$ cat config.mk
export PLATFORM = sky130hd
export DESIGN_NAME = iob_wishbone2iob_pipe
export DESIGN_NICKNAME = d
export VERILOG_FILES = /design/src/rtl/iob_wb2iob_pkg.sv /design/src/rtl/iob_wb2iob_timer.sv /design/src/rtl/iob_wishbone2iob_pipe.sv
export SDC_FILE = /design/constraint.sdc
export NUM_CORES = 1
export LEC_CHECK = 0
export CORE_UTILIZATION = 45
export CTS_CLUSTER_SIZE = 8
export DETAILED_ROUTE_END_ITERATION = 7
export GPL_TIMING_DRIVEN = 0
export PLACE_DENSITY = 0.87
export SLEW_MARGIN = 20
export SYNTH_ARGS = -nofsm -noshare
export SYNTH_HDL_FRONTEND = slang
export SYNTH_SLANG_ARGS = --single-unit
$ cat constraint.sdc
create_clock -name clk_i -period 2.9 [get_ports clk_i]
set_input_delay 0.58 -clock clk_i [delete_from_list [all_inputs] [get_ports clk_i]]
set_output_delay 0.58 -clock clk_i [all_outputs]
set_load 0.01 [all_outputs]
$ cat src/rtl/iob_wb2iob_pkg.sv
// Shared types and elaboration checks for the Wishbone-to-IOb pipelined bridge.
package iob_wb2iob_pkg;

    typedef enum logic [2:0] {
        StIdle,
        StReq,
        StWait,
        StAck,
        StErr,
        StDrain
    } wb2iob_state_e;

    function automatic bit params_ok(input int unsigned data_w, input int unsigned timeout,
                                     input int unsigned timeout_w);
        return (data_w > 0) && (data_w % 8 == 0) && ((64'(1) << timeout_w) > 64'(timeout));
    endfunction

endpackage

$ cat src/rtl/iob_wb2iob_timer.sv
// Response timer: cleared outside the wait phase, counts while enabled.
// TIMEOUT of 0 means the timer never expires.
module iob_wb2iob_timer #(
    parameter int unsigned TIMEOUT   = 256,
    parameter int unsigned TIMEOUT_W = 9
) (
    input  logic clk_i,
    input  logic arst_n_i,
    input  logic clear_i,
    input  logic enable_i,
    output logic expire_o
);

    logic [TIMEOUT_W-1:0] count_q, count_d;

    always_comb begin
        count_d = count_q;
        if (clear_i) begin
            count_d = '0;
        end else if (enable_i) begin
            count_d = count_q + TIMEOUT_W'(1);
        end
    end

    always_ff @(posedge clk_i or negedge arst_n_i) begin
        if (!arst_n_i) begin
            count_q <= '0;
        end else begin
            count_q <= count_d;
        end
    end

    // Expires on the cycle that holds TIMEOUT-1, i.e. after TIMEOUT enabled cycles.
    assign expire_o = (TIMEOUT != 0) && enable_i && !clear_i
                      && (count_q == TIMEOUT_W'(TIMEOUT - 1));

endmodule

$ cat src/rtl/iob_wishbone2iob_pipe.sv
// Wishbone B4 slave to IOb master bridge with address window check, response
// timeout and optional pipelined stall. One transaction outstanding at a time.
module iob_wishbone2iob_pipe
    import iob_wb2iob_pkg::*;
#(
    parameter int unsigned       ADDR_W    = 32,
    parameter int unsigned       DATA_W    = 32,
    parameter int unsigned       PIPELINED = 0,
    parameter logic [ADDR_W-1:0] ADDR_BASE = '0,
    parameter logic [ADDR_W-1:0] ADDR_MASK = '0,
    parameter int unsigned       TIMEOUT   = 256,
    parameter int unsigned       TIMEOUT_W = 9
) (
    input  logic                clk_i,
    input  logic                arst_n_i,
    input  logic                wb_rst_i,
    input  logic [ADDR_W-1:0]   wb_addr_i,
    input  logic [DATA_W/8-1:0] wb_select_i,
    input  logic                wb_we_i,
    input  logic                wb_cyc_i,
    input  logic                wb_stb_i,
    input  logic [DATA_W-1:0]   wb_data_i,
    output logic                wb_ack_o,
    output logic                wb_error_o,
    output logic                wb_stall_o,
    output logic [DATA_W-1:0]   wb_data_o,
    output logic                valid_o,
    output logic [ADDR_W-1:0]   address_o,
    output logic [DATA_W-1:0]   wdata_o,
    output logic [DATA_W/8-1:0] wstrb_o,
    input  logic [DATA_W-1:0]   rdata_i,
    input  logic                ready_i,
    output logic                timeout_o
);

    localparam int unsigned STRB_W = DATA_W / 8;

    if (!params_ok(DATA_W, TIMEOUT, TIMEOUT_W)) begin : g_param_check
        $error("iob_wishbone2iob_pipe: illegal DATA_W/TIMEOUT/TIMEOUT_W");
    end

    wb2iob_state_e     state_q, state_d;
    logic [ADDR_W-1:0] addr_q, addr_d;
    logic [DATA_W-1:0] wdata_q, wdata_d;
    logic [DATA_W-1:0] rdata_q, rdata_d;
    logic [STRB_W-1:0] wstrb_q, wstrb_d;
    logic              we_q, we_d;
    logic              tmo_q, tmo_d;
    logic              in_range;
    logic              expire;
    logic              outstanding;

    assign in_range = (wb_addr_i & ADDR_MASK) == ADDR_BASE;

    iob_wb2iob_timer #(
        .TIMEOUT   (TIMEOUT),
        .TIMEOUT_W (TIMEOUT_W)
    ) u_timer (
        .clk_i    (clk_i),
        .arst_n_i (arst_n_i),
        .clear_i  (state_q != StWait),
        .enable_i (state_q == StWait),
        .expire_o (expire)
    );

    // An IOb request is still in flight and its ready_i must be absorbed.
    assign outstanding = (state_q inside {StReq, StWait, StDrain})
                         || ((state_q == StErr) && tmo_q);

    always_comb begin
        state_d = state_q;
        addr_d  = addr_q;
        wdata_d = wdata_q;
        rdata_d = rdata_q;
        wstrb_d = wstrb_q;
        we_d    = we_q;
        tmo_d   = tmo_q;

        unique case (state_q)
            StIdle: begin
                if (wb_cyc_i && wb_stb_i) begin
                    addr_d  = wb_addr_i;
                    wdata_d = wb_data_i;
                    we_d    = wb_we_i;
                    wstrb_d = wb_we_i ? wb_select_i : '0;
                    tmo_d   = 1'b0;
                    state_d = in_range ? StReq : StErr;
                end
            end
            StReq, StWait: begin
                if (!wb_cyc_i) begin
                    state_d = ready_i ? StIdle : StDrain;
                end else if (ready_i) begin
                    rdata_d = we_q ? '0 : rdata_i;
                    state_d = StAck;
                end else if (expire) begin
                    tmo_d   = 1'b1;
                    state_d = StErr;
                end else begin
                    state_d = StWait;
                end
            end
            StAck: begin
                rdata_d = '0;
                state_d = StIdle;
            end
            StErr: begin
                state_d = (tmo_q && !ready_i) ? StDrain : StIdle;
            end
            StDrain: begin
                if (ready_i) begin
                    state_d = StIdle;
                end
            end
            default: state_d = StIdle;
        endcase

        if (wb_rst_i) begin
            state_d = (outstanding && !ready_i) ? StDrain : StIdle;
            addr_d  = '0;
            wdata_d = '0;
            rdata_d = '0;
            wstrb_d = '0;
            we_d    = 1'b0;
            tmo_d   = 1'b0;
        end
    end

    always_ff @(posedge clk_i or negedge arst_n_i) begin
        if (!arst_n_i) begin
            state_q <= StIdle;
            addr_q  <= '0;
            wdata_q <= '0;
            rdata_q <= '0;
            wstrb_q <= '0;
            we_q    <= 1'b0;
            tmo_q   <= 1'b0;
        end else begin
            state_q <= state_d;
            addr_q  <= addr_d;
            wdata_q <= wdata_d;
            rdata_q <= rdata_d;
            wstrb_q <= wstrb_d;
            we_q    <= we_d;
            tmo_q   <= tmo_d;
        end
    end

    logic req_phase;
    assign req_phase = state_q inside {StReq, StWait};

    assign valid_o    = state_q == StReq;
    assign address_o  = req_phase ? addr_q : '0;
    assign wdata_o    = req_phase ? wdata_q : '0;
    assign wstrb_o    = req_phase ? wstrb_q : '0;
    assign wb_ack_o   = state_q == StAck;
    assign wb_data_o  = (state_q == StAck) ? rdata_q : '0;
    assign wb_error_o = state_q == StErr;
    assign timeout_o  = (state_q == StErr) && tmo_q;
    assign wb_stall_o = (PIPELINED != 0) && (state_q != StIdle);

endmodule

-- Word-level counts from Yosys, hierarchy flattened
Cells that the tools add are included.
- register bits after elaboration: 114
- output and inout bits: 105
- logic and storage cells: 84
- $add $sub $neg: 1
- equal/unequal tests: 13
- mux-type cells: 40
- reduce and logical (&&, ||, !) cells: 22
- operator list (kind ; number):
    two-way mux 32 bit ; 13
    case mux 32 bit (2 select lines) ; 1
    two-way mux 3 bit ; 9
    two-way mux 4 bit ; 5
    two-way mux 9 bit ; 2
    != test 3 bit (second input constant) ; 6
    case mux 3 bit (4 select lines) ; 1
    adder 9 x 1 -> 9 bit (second input constant) ; 1
    == test 9 x 8 -> 1 bit (second input constant) ; 1
    nonzero test 3 bit ; 3
    two-way mux 1 bit ; 8
    nonzero test 2 bit ; 4
    == test 3 x 2 -> 1 bit (second input constant) ; 2
    == test 3 bit (second input constant) ; 2
    logical AND 1 bit ; 6
    AND reduction 5 bit ; 1
    AND reduction 2 bit ; 2
    == test 3 x 1 -> 1 bit (second input constant) ; 1
    logical NOT 3 bit ; 1
    != test 3 x 2 -> 1 bit (second input constant) ; 1
    AND reduction 3 bit ; 1
    logical NOT 1 bit ; 2
    case mux 1 bit (2 select lines) ; 1
    OR reduction 2 bit ; 1
    logical OR 1 bit ; 1

-- Logic depth before layout (Yosys ltp)
- word-level depth: 9
- mapped depth: 8

-- Modules after synthesis
A second synthesis with hierarchy kept.
- cells, all modules: 639
- area, all modules: 5974.5 µm²
- modules (own cells, without submodules) (module ; instances ; cells an instance ; area an instance (µm²)):
    iob_wishbone2iob_pipe ; 1 ; 593 ; 5526.6
    iob_wb2iob_timer ; 1 ; 46 ; 447.9

-- Worst setup path after synthesis
No wires, ideal clock.
- path type: register to output
- start point: register state_q[1]
- end point: output port wb_data_o[22]
- arrival: 1333 ps
- setup slack: 987 ps
- stages on the path, launching flop included: 6
- buffers on the path: 3
- path through: dfrtp_1 > buf_2 > and3b_2 > clkbuf_1 > clkbuf_1 > and2_1
- longest elaborated chain between the ends: 2
- ends and longest elaborated chain (what ; line ; text):
    from (decl) ; iob_wishbone2iob_pipe.sv:42 ; wb2iob_state_e state_q, state_d;
    from (signal assigned) ; iob_wishbone2iob_pipe.sv:131 ; state_q <= StIdle;
    from (signal assigned) ; iob_wishbone2iob_pipe.sv:139 ; state_q <= state_d;
    == test 3 x 2 -> 1 bit ; n/a ;
    via wb_ack_o ; iob_wishbone2iob_pipe.sv:23 ; output logic wb_ack_o,
    two-way mux 32 bit ; iob_wishbone2iob_pipe.sv:157 ; assign wb_data_o = (state_q == StAck) ? rdata_q : '0;
    to (decl) ; iob_wishbone2iob_pipe.sv:26 ; output logic [DATA_W-1:0] wb_data_o,
The timed path passes the listed nets, and every way through them passes these cells.

-- Worst setup path in the final report
- start point: register state_q[0]
- end point: output port wdata_o[6]
- longest elaborated chain between the ends: 3
- elaborated cells between the ends (all ways): 4
- those cells by class: eq/ne: 2; mux: 1; reduce/logical: 1
- ends and longest elaborated chain (what ; line ; text):
    == test 3 x 1 -> 1 bit / == test 3 x 2 -> 1 bit (equally long branches) ; iob_wishbone2iob_pipe.sv:150 ; assign req_phase = state_q inside {StReq, StWait};
    nonzero test 2 bit (*) ; iob_wishbone2iob_pipe.sv:150 ;
    two-way mux 32 bit (*) ; iob_wishbone2iob_pipe.sv:154 ; assign wdata_o = req_phase ? wdata_q : '0;
    to (decl) ; iob_wishbone2iob_pipe.sv:29 ; output logic [DATA_W-1:0] wdata_o,
Mark *: on every way between the ends. The rest lies on a longest branch, timed or not.

==> metrics.cfg <==
[floorplan]
dieArea_mm2=0.0129
core-area_mm2=0.0121
die_width_um=114
fp-row-count=40
ios=212
initial_core_util=0.464
die_h_um=114

[global_routing]
use_met3=0.0781
antenna_found_initial=0
use_met2=0.439
grt_pass1_vias=5156
grt_pass1_wl_um=25400
grt_max_degree=59
grt-busiest-layer=met2
met1_usage=0.303
grt-ovfl-total=0
grt_usage=0.256

[route]
drtPass1Iterations=4
drt_iter0_drc=288
wl_per_cell_um=15.4
postRouteAntennaNets=0
drc_errors=0
routed_wl_um=16200
avgViaCountPerCell=5.03
vias=5290

[cells_and_area]
area_growth_pct=55.6
fillers=906
diodes=0
drive_above_1_share=0.0963
finalInstanceArea_mm2=0.00871
final_nets=980

[yosys]
synth_seq_cells=114
synthCells=640
synth_top_family_by_area=simple AND/OR/NAND/NOR gates
synth_edf_count=0
synthAdderAreaFrac=0.00447
synth-compound-area-share=0.0539
async_reset_ff_frac=1.00
synth_xor_area_frac=0.00939
synthMuxAreaShare=0
synth_fp_nets=749
syn_area_mm2=0.00560
yosysMostFrequentCell=nand2_1
avgSynthCellArea_um2=8.75
seq_area_frac_synth=0.509
post_synth_most_frequent_cells=nand2_1, dfrtp_1, nand3_1
ys_warn_count=0
synth_cell_type_count=38
synthSimpleGateAreaFrac=0.356
synth.area.top_cells=dfrtp_1, nand2_1, and2_1
ys.flop_type=dfrtp_1
synth_top_area_cell=dfrtp_1
synth.top_cell.area_share=0.509

[placed_design]
hpwl_um=11400
place_area_mm2=0.00794
place_congestion=0.829
portBuffers=210

[worst_setup_path]
end_kind=primary output
crit_type=flip-flop to primary output
cp-start-kind=flip-flop
path_max_fanout=10
worstPathArrival_ps=2220
crit_required_ps=2320

[timing]
drv_slew=0
fmax_mhz=357
tightest_slew_ps=851
clock_skew_ps=7.95
final-hold-violation-count=0
finalSetupViolations=0
period_share=0.966
fin_crit_ps=2800
slew_headroom=0.430
setup_tns_ps=0

[clocking]
ctsHoldBuffers=0
clk_pin_slew_ps=50
cts_tree=done
root_buffer=clkbuf_16
clk_path_buf_depth=2
cts_made_buffers=17
ctsHtreeMaxLevel=4
insertion_delay_ps=410
cts.sinks=114

[job]
cap_violations=0

[hold_path]
hp-class=input port to async pin

[power]
p_leak_uw=0.00481
vdd_drop_max_mv=0.302
p_per_area_mw_per_mm2=645

[outcome]
status=complete, no violations

## cell type report
| class | count | area (um^2) | share of cell area |
|---|---|---|---|
| plain buffers | 49 | 378 | 0.0434 |
| well taps | 168 | 210 | 0.0241 |
| clock inverters | 10 | 133 | 0.0152 |
| flip-flops and latches | 114 | 2850 | 0.328 |
| multi-input cells | 471 | 2390 | 0.274 |
| inverters | 5 | 18.8 | 0.00215 |
| repair buffers | 213 | 2260 | 0.260 |
| clock buffers | 21 | 470 | 0.0540 |
## metal layers
layer | vias to the layer above | wire length (um) | share of wire
li1 | 2545 | - | -
met1 | 2525 | 6650 | 0.41
met2 | 192 | 8000 | 0.50
met3 | 28 | 1160 | 0.071
met4 | 0 | 352 | 0.022
met5 | - | 0 | 0
## timing repair
action | 4_1_cts | 5_1_grt
pin swaps | 1 | 0
cloned | 0 | 0
setup endpoints to repair | 98 | 56
buffers inserted | 1 | 1
resized for setup | 29 | 51
## critical path: stages (launching register included)
cell and delay (ps):
dfrtp_2 410, buf_6 140, xnor2_2 160, nor2_4 130
buf_12 130, clkbuf_4 170, and2_1 130, clkdlybuf4s50_1 530
## sequential cells by signal, indices dropped and copies added (netlist names)
name,cells
addr_q,32
rdata_q,32
wdata_q,32
u_timer.count_q,9
wstrb_q,4
state_q,3
tmo_q,1
we_q,1
## kinds of logic after synthesis
| logic type | after synthesis |
|---|---|
| XOR/XNOR | 6 |
| flip-flops | 114 |
| buffers and inverters | 55 |
| AND/OR/NAND/NOR | 411 |
| adder cells (fa/ha/maj) | 2 |
| AO/OA/AOI/OAI | 51 |
| other | 1 |
## placed cells by master, fill, tap and decap left out, types with 3 or more instances in the layout
master	instances
clkdlybuf4s50_1	150
clkbuf_8	10
nand3_1	104
dlygate4sd2_1	12
dlymetal6s2s_1	47
bufinv_16	3
clkinv_2	4
inv_1	4
nand2_1	176
and2_1	100
clkbuf_4	7
buf_2	12
clkbuf_2	3
clkbuf_16	17
nand3b_1	3
buf_6	11
clkbuf_1	10
dfrtp_1	113
o21ai_0	36
clkinvlp_4	3
xnor2_1	4
nor2_1	11
a21oi_1	6
or3_1	4
## power by group
part           switching (uW)  internal (uW)  total (uW)
combinational             828            780        1610
sequential               93.8           1780        1880
clock                     725           1410        2130
## through the flow
stage               cells  utilization  setup WS, ps  total power (uW)  hold WS (ps)
floorplan             640            -           987              2680           284
global placement     1018        0.656         -3160              3430           440
detailed placement   1019        0.658          59.0              3460           447
CTS                  1050        0.712         0.571              5670           151
global route         1051        0.722        -0.978              5910           174
finish               1051        0.722          99.1              5620           133
## worst paths after layout
check	from	to	slack, ps	cells past startpoint
max in group asynchronous	arst_n_i	state_q[0]	2070	2
setup reg to reg	state_q[2]	wstrb_q[2]	1010	5
hold reg to reg	wdata_q[1]	wdata_q[1]	450	2
min in group clk_i	wdata_q[1]	wdata_q[1]	450	2
hold / removal	arst_n_i	addr_q[25]	130	1
setup / recovery	state_q[0]	wdata_o[6]	100	7
Power figures use the tool's default switching activity.
